--- src/rtl/hwpe_ctrl_regfile_ctx.sv ---
// hwpe_ctrl_regfile_ctx
// Multi-context job register file for HWPE control slaves. Contexts form a
// circular queue: the producer programs the pending context (wr_ptr) through
// one byte-enabled write port and commits it; the consumer reads the oldest
// committed context (rd_ptr) through NumRdPorts registered read ports and
// releases it with done_i.
//
// Ports:
//   clk_int, rst_ni (async, active-low), clear_i (sync clear, top priority)
//   wr_en_i/wr_addr_i/wr_data_i/wr_be_i : write into the pending context
//   commit_i                            : enqueue the pending context
//   done_i                              : release the running context
//   rd_en_i/rd_addr_i -> rd_data_o/rd_valid_o : per-port reads, latency 1
//   wr_ctx_o/rd_ctx_o                   : pending / running context index
//   count_o/full_o/empty_o              : committed-context occupancy
//   err_o                               : one-cycle pulse on a dropped request
//   mem_content_o                       : running context contents (false path)
module hwpe_ctrl_regfile_ctx #(
  parameter int unsigned AddrWidth   = 5,
  parameter int unsigned DataWidth   = 32,
  parameter int unsigned NumRegs     = 24,
  parameter int unsigned NumContexts = 2,
  parameter int unsigned NumRdPorts  = 2,
  localparam int unsigned CtxW       = (NumContexts > 2) ? $clog2(NumContexts) : 1,
  localparam int unsigned CntW       = $clog2(NumContexts + 1),
  localparam int unsigned NumByte    = DataWidth / 8
) (
  input  logic                            clk_int,
  input  logic                            rst_ni,
  input  logic                            clear_i,
  input  logic                            wr_en_i,
  input  logic [AddrWidth-1:0]            wr_addr_i,
  input  logic [DataWidth-1:0]            wr_data_i,
  input  logic [NumByte-1:0]              wr_be_i,
  input  logic                            commit_i,
  input  logic                            done_i,
  input  logic [NumRdPorts-1:0]           rd_en_i,
  input  logic [NumRdPorts*AddrWidth-1:0] rd_addr_i,
  output logic [NumRdPorts*DataWidth-1:0] rd_data_o,
  output logic [NumRdPorts-1:0]           rd_valid_o,
  output logic [CtxW-1:0]                 wr_ctx_o,
  output logic [CtxW-1:0]                 rd_ctx_o,
  output logic [CntW-1:0]                 count_o,
  output logic                            full_o,
  output logic                            empty_o,
  output logic                            err_o,
  output logic [NumRegs*DataWidth-1:0]    mem_content_o
);

  // One extra bit so NumRegs == 2**AddrWidth is still representable.
  localparam logic [AddrWidth:0] RegLimit = NumRegs[AddrWidth:0];
  localparam logic [CtxW-1:0]    LastCtx  = CtxW'(NumContexts - 1);
  localparam logic [CntW-1:0]    FullCnt  = CntW'(NumContexts);

  logic [DataWidth-1:0]            mem [NumContexts][NumRegs];
  logic [CtxW-1:0]                 wr_ptr, rd_ptr, wr_ptr_d, rd_ptr_d;
  logic [CntW-1:0]                 count, count_d;
  logic                            full, empty;
  logic                            wr_addr_ok, wr_ok, commit_ok, done_ok, err_d;
  logic [NumRdPorts*DataWidth-1:0] rd_data, rd_data_d;
  logic [NumRdPorts-1:0]           rd_valid;
  logic                            err;

  assign full  = (count == FullCnt);
  assign empty = (count == {CntW{1'b0}});

  // Request qualification and pointer/count next state, all on pre-edge full/empty.
  always_comb begin
    wr_addr_ok = ({1'b0, wr_addr_i} < RegLimit);
    wr_ok      = wr_en_i & ~full & wr_addr_ok;
    commit_ok  = commit_i & ~full;
    done_ok    = done_i & ~empty;
    err_d      = (wr_en_i & (full | ~wr_addr_ok)) | (commit_i & full) | (done_i & empty);

    if (commit_ok) begin
      wr_ptr_d = (wr_ptr == LastCtx) ? {CtxW{1'b0}} : wr_ptr + {{(CtxW-1){1'b0}}, 1'b1};
    end else begin
      wr_ptr_d = wr_ptr;
    end

    if (done_ok) begin
      rd_ptr_d = (rd_ptr == LastCtx) ? {CtxW{1'b0}} : rd_ptr + {{(CtxW-1){1'b0}}, 1'b1};
    end else begin
      rd_ptr_d = rd_ptr;
    end

    case ({commit_ok, done_ok})
      2'b10:   count_d = count + {{(CntW-1){1'b0}}, 1'b1};
      2'b01:   count_d = count - {{(CntW-1){1'b0}}, 1'b1};
      default: count_d = count;
    endcase
  end

  // Read mux: empty queue or out-of-range index returns zero.
  always_comb begin
    rd_data_d = '0;
    for (int p = 0; p < NumRdPorts; p++) begin
      if (!empty && ({1'b0, rd_addr_i[p*AddrWidth +: AddrWidth]} < RegLimit)) begin
        rd_data_d[p*DataWidth +: DataWidth] = mem[rd_ptr][rd_addr_i[p*AddrWidth +: AddrWidth]];
      end else begin
        rd_data_d[p*DataWidth +: DataWidth] = '0;
      end
    end
  end

  // Flatten the running context for the false-path debug output.
  always_comb begin
    mem_content_o = '0;
    for (int r = 0; r < NumRegs; r++) begin
      mem_content_o[r*DataWidth +: DataWidth] = mem[rd_ptr][r];
    end
  end

  // Register storage with byte-enabled writes into the pending context.
  always_ff @(posedge clk_int or negedge rst_ni) begin
    if (!rst_ni) begin
      for (int c = 0; c < NumContexts; c++) begin
        for (int r = 0; r < NumRegs; r++) begin
          mem[c][r] <= '0;
        end
      end
    end else if (clear_i) begin
      for (int c = 0; c < NumContexts; c++) begin
        for (int r = 0; r < NumRegs; r++) begin
          mem[c][r] <= '0;
        end
      end
    end else if (wr_ok) begin
      for (int b = 0; b < NumByte; b++) begin
        if (wr_be_i[b]) begin
          mem[wr_ptr][wr_addr_i][b*8 +: 8] <= wr_data_i[b*8 +: 8];
        end
      end
    end
  end

  // Queue pointers, occupancy, error pulse and registered read ports.
  always_ff @(posedge clk_int or negedge rst_ni) begin
    if (!rst_ni) begin
      wr_ptr   <= '0;
      rd_ptr   <= '0;
      count    <= '0;
      err      <= 1'b0;
      rd_valid <= '0;
      rd_data  <= '0;
    end else if (clear_i) begin
      wr_ptr   <= '0;
      rd_ptr   <= '0;
      count    <= '0;
      err      <= 1'b0;
      rd_valid <= '0;
      rd_data  <= '0;
    end else begin
      wr_ptr   <= wr_ptr_d;
      rd_ptr   <= rd_ptr_d;
      count    <= count_d;
      err      <= err_d;
      rd_valid <= rd_en_i;
      for (int p = 0; p < NumRdPorts; p++) begin
        // Data holds its last value while the port is idle.
        if (rd_en_i[p]) begin
          rd_data[p*DataWidth +: DataWidth] <= rd_data_d[p*DataWidth +: DataWidth];
        end
      end
    end
  end

  assign rd_data_o  = rd_data;
  assign rd_valid_o = rd_valid;
  assign wr_ctx_o   = wr_ptr;
  assign rd_ctx_o   = rd_ptr;
  assign count_o    = count;
  assign full_o     = full;
  assign empty_o    = empty;
  assign err_o      = err;

endmodule

--- config.mk ---
export PLATFORM = sky130hd
export DESIGN_NAME = hwpe_ctrl_regfile_ctx
export DESIGN_NICKNAME = d
export VERILOG_FILES = /design/src/rtl/hwpe_ctrl_regfile_ctx.sv
export SDC_FILE = /design/constraint.sdc
export NUM_CORES = 2
export LEC_CHECK = 0
export CAP_MARGIN = 20
export CORE_ASPECT_RATIO = 0.75
export CORE_MARGIN = 5
export CORE_UTILIZATION = 37
export DETAILED_ROUTE_END_ITERATION = 7
export DONT_BUFFER_PORTS = 1
export PLACE_DENSITY_LB_ADDON = 0.3
export REMOVE_ABC_BUFFERS = 1
export SLEW_MARGIN = 20
export SYNTH_ARGS = -nofsm -noshare
export SYNTH_HDL_FRONTEND = slang
export SYNTH_SLANG_ARGS = --single-unit
--- constraint.sdc ---
create_clock -name clk_int -period 3.65 [get_ports clk_int]
set_input_delay 0.73 -clock clk_int [delete_from_list [all_inputs] [get_ports clk_int]]
set_output_delay 0.73 -clock clk_int [all_outputs]
set_load 0.01 [all_outputs]
Word level (Yosys, flattened, before mapping)

Cells that the tools add are included.

Register bits: 1607
Output and inout port bits: 841
Word-level logic and storage cells: 158

Bitwise logic cells: 18
Mux-type cells: 56
Reduce and logical (&&, ||, !) cells: 12
$lt $le $gt $ge: 10
Equality and inequality tests: 3
$add $sub $neg: 4

Operators with widths:

| cell               | count |
|---|---|
| $mux 1536          | 12 |
| $bwmux 1536        | 4 |
| $mux 768           | 7 |
| $demux 768 s1      | 4 |
| $demux 32 s5       | 4 |
| $bmux 32 s5        | 2 |
| $mux 32            | 9 |
| $mux 64            | 1 |
| $mux 24            | 1 |
| $ge 6x6->1 const B | 3 |
| $not 5->6          | 3 |
| $mux 16            | 1 |
| $lt 5x5->1 const B | 3 |
| $reduce_bool 2->1  | 5 |
| $mux 8             | 1 |
| $and 1x1->1        | 7 |
| $mux 1             | 7 |
| $lt 6x1->1 const B | 1 |
| $eq 2x2->1 const B | 2 |
| $ge 2x2->1 const B | 2 |
| $logic_and 1x1->1  | 4 |
| $mux 2             | 2 |
| $not 1->2          | 2 |
| $pmux 2 s2         | 1 |
| other kinds (10)   | 15 |

Longest topological paths before layout

Depth after elaboration: 23
Gate-level depth with buffers: 10
Depth with buffers taken out: 5

Worst setup path after synthesis

OpenSTA, ideal clock, no wires.

Kind: register -> output
Start point: register rd_ptr, in the netlist rd_ctx_o
End point: output mem_content_o[111]
Stages on the path, launching flop included: 10
Buffers on the path: 8
Data arrival time: 2225 ps
Setup slack: 695 ps
Path through: dfrtp_1 buf_6 buf_4 buf_4 buf_4 buf_4 buf_2 buf_2 buf_4 mux2_2

Longest elaborated chain between the ends: 4

RTL lines:

| element                         | line | source |
|---|---|---|
| start: declaration              | 56   | `logic [CtxW-1:0] wr_ptr, rd_ptr, wr_ptr_d, rd_ptr_d;` |
| start signal: assignment        | 155  | `rd_ptr <= rd_ptr_d;` |
| $not 1->2 (implied by the code) | 110  | `mem_content_o[r*DataWidth +: DataWidth] = mem[rd_ptr][r];` |
| $mux 768 (3 in series)          | -    |  |
| end: declaration                | 47   | `output logic [NumRegs*DataWidth-1:0] mem_content_o` |

Every way passes these cells. The select of a mux whose other input is x is not followed.

Worst setup path in the final report

Start point: register rd_ptr, in the netlist rd_ctx_o
End point: output mem_content_o[274]

The elaborated chain is that of the path after synthesis.

==> impl_metrics.ini <==
[global_route]
grt_max_degree = 276
grt_pass1_wl_microns = 602000
grt_pass1_vias = 69895
grt_use_total = 0.345
antenna_found_initial = 25
grt_overflow_total = 0

[place]
place_ws_ns = 0.153
place_inst = 9722
io_buffers = 0
place.gp.congestion = 1.03
dpl_cell_area_sq_um = 95300
dp_hpwl_microns = 319000

[clock_network]
numCtsBuffers = 184
clock_latency_ns = 0.90
clkTransAtPathRegs_ns = 0.06
cts.sinks = 1607
cts-root-buf = clkbuf_16
clockBufferDepth = 4
cts_tree = done
htreeDepth = 4

[sta]
rsz0062_at_grt = no
clock.fmax_mhz = 275
hold_viol = 0
setup_tns_ns = 0
relSlewSlack = 0.00753
maxSlewViolCount = 0
hold-worst-slack_ns = 0.0411
skew_ns = 0.0809
period_minus_slack_ns = 3.63
timing.final.ws_setup_ns = 0.0191
setup-violations-final = 0
min_period_over_period = 0.995
worst_pin_slew_ns = 1.49

[yosys]
synth-async-reset-ratio = 1.00
syn_area_sq_um = 88600
ys_types = 59
synth_seq_area_share = 0.454
synth.avg_cell_area_sq_um = 13.4
syn_inst = 6619
synth_edf_count = 0
synth_seq_cells = 1607
ys.flop_type = dfrtp_1
yosysWarningCount = 0

[final_layout]
layout.nets = 6834
num-fill-cells = 21687
regArea_sq_um = 40200
drive_gt1_frac = 0.344
final_core_util = 0.426
final_common_cell = dfrtp_1
multi_input_area_sq_um = 45400
final_area_sq_um = 101000
fin_cells = 10048
area_delta_synth_final_pct = 14.6
final_cell_mix = dfrtp_1 (1606), o2bb2ai_1 (1538), mux2_2 (713)

[routing]
routed_wl_microns = 444000
routedWlPerCell_microns = 44.2
postRouteAntennaNets = 0
vias = 71583
firstDrtPassIters = 6
drc = 0
avgViaCountPerCell = 7.12
drtIter0Drc = 10565

[setup_path]
crit_top_cell = buf_12
critPathRequiredTime_ns = 2.92
worstPathCellList = buf_12 > buf_12 > buf_12 > buf_12 > mux2i_1 > inv_1 > buf_4
arrival_ns = 2.90
critical_path.max_fanout = 18
crit_type = reg2out
crit_slowest_cell = mux2i_1
critPathLaunchType = flop
crit_path_max_incr_delay_ns = 0.53
endpoint_kind = primary output

[pwr]
irDropWorstVdd_uv = 419
p_leak_nw = 41.9
p_per_area_nw_per_um2 = 404
power_mw = 41.0

[run]
max_cap_violations = 0

[floorplanning]
io_pins = 900
core.rowCount = 155
fp.dieH_microns = 434
start_util = 0.372
die_area_sq_um = 249000
dieWidth_microns = 575
fp.coreArea_sq_um = 238000

[min_path]
hold_path_class = in2reg

[run_status]
outcome = completed
## synthesized netlist by cell type, drive strengths merged, types with 22 or more instances
cell type  count  share of area
dfrtp       1607           0.45
a2bb2oi       40         0.0040
mux2         713          0.091
a211o         22         0.0022
buf          222          0.014
o22ai         64         0.0045
mux2i        293          0.033
o2bb2ai     1538           0.15
a221o         33         0.0037
inv           72         0.0031
mux4         640           0.16
nor2         138         0.0058
o21ai        220          0.012
a211oi        24         0.0020
nand3         24         0.0014
nand2        176         0.0075
clkbuf       476          0.020
a22oi         85         0.0072
## layout make-up
class | instances | area share
multi-input combinational | 4239 | 0.447
clock buffer | 263 | 0.0522
timing repair buffer | 668 | 0.0576
tap | 3140 | 0.0387
antenna | 7 | 0.000173
inverter | 75 | 0.00281
sequential | 1607 | 0.396
clock inverter | 49 | 0.00503
## worst paths after layout
| kind | startpoint | endpoint | slack, ns | cells after the start |
|---|---|---|---|---|
| worst min register to register | mem[1074]$_DFFE_PN0P_ | mem[1074]$_DFFE_PN0P_ | 0.49 | 1 |
| worst min-delay path | wr_en_i | err_o$_DFF_PN0_ | 0.04 | 2 |
| worst max register to register | rd_ctx_o$_DFFE_PN0P_ | rd_data_o[41]$_DFFE_PN0P_ | 0.10 | 8 |
| worst max-delay path | rd_ctx_o$_DFFE_PN0P_ | mem_content_o[274] | 0.02 | 7 |
| min in group asynchronous | rst_ni | mem[525]$_DFFE_PN0P_ | 0.44 | 2 |
| max in group asynchronous | rst_ni | mem[51]$_DFFE_PN0P_ | 1.86 | 4 |
## layer usage
| layer | global-route usage | vias up | routed length (microns) |
|---|---|---|---|
| met5 | 0.00387 | - | 328 |
| met4 | 0.205 | 30 | 34200 |
| met3 | 0.154 | 1043 | 65000 |
| met2 | 0.493 | 5399 | 186000 |
| met1 | 0.428 | 37897 | 158000 |
| li1 | - | 27214 | - |
## report_power, final
part           internal [mW]  switching, mW
clock network           10.6           8.12
registers               17.9         0.0884
logic                   1.41           2.93
total                   29.9           11.1
## sequential cells by signal (all words and copies together), names as in the netlist
signal      flops
count_o         2
err_o           1
mem          1536
rd_ctx_o        1
rd_data_o      64
rd_valid_o      2
wr_ctx_o        1
## cell families after synthesis
logic type	count (synthesis)	synth area share
compound gates	2142	0.199
mux	1646	0.287
flops	1607	0.454
buf+inv	773	0.0369
simple gates	449	0.0230
xor+xnor	2	0.000198
## critical path: cells and delay by family (launching register included)
kind,cells,cell delay [ns]
buffers and inverters,6,1.07
multiplexers,1,0.53
flip-flops,1,0.42
## timing repair
action	4_1_cts	5_1_grt
hold buffers	4	0
buffers inserted	2	0
endpoints found under the hold margin	58	0
gates resized for setup	20	15
endpoints found under the setup margin	169	27
(Power assumes the default switching activity.)
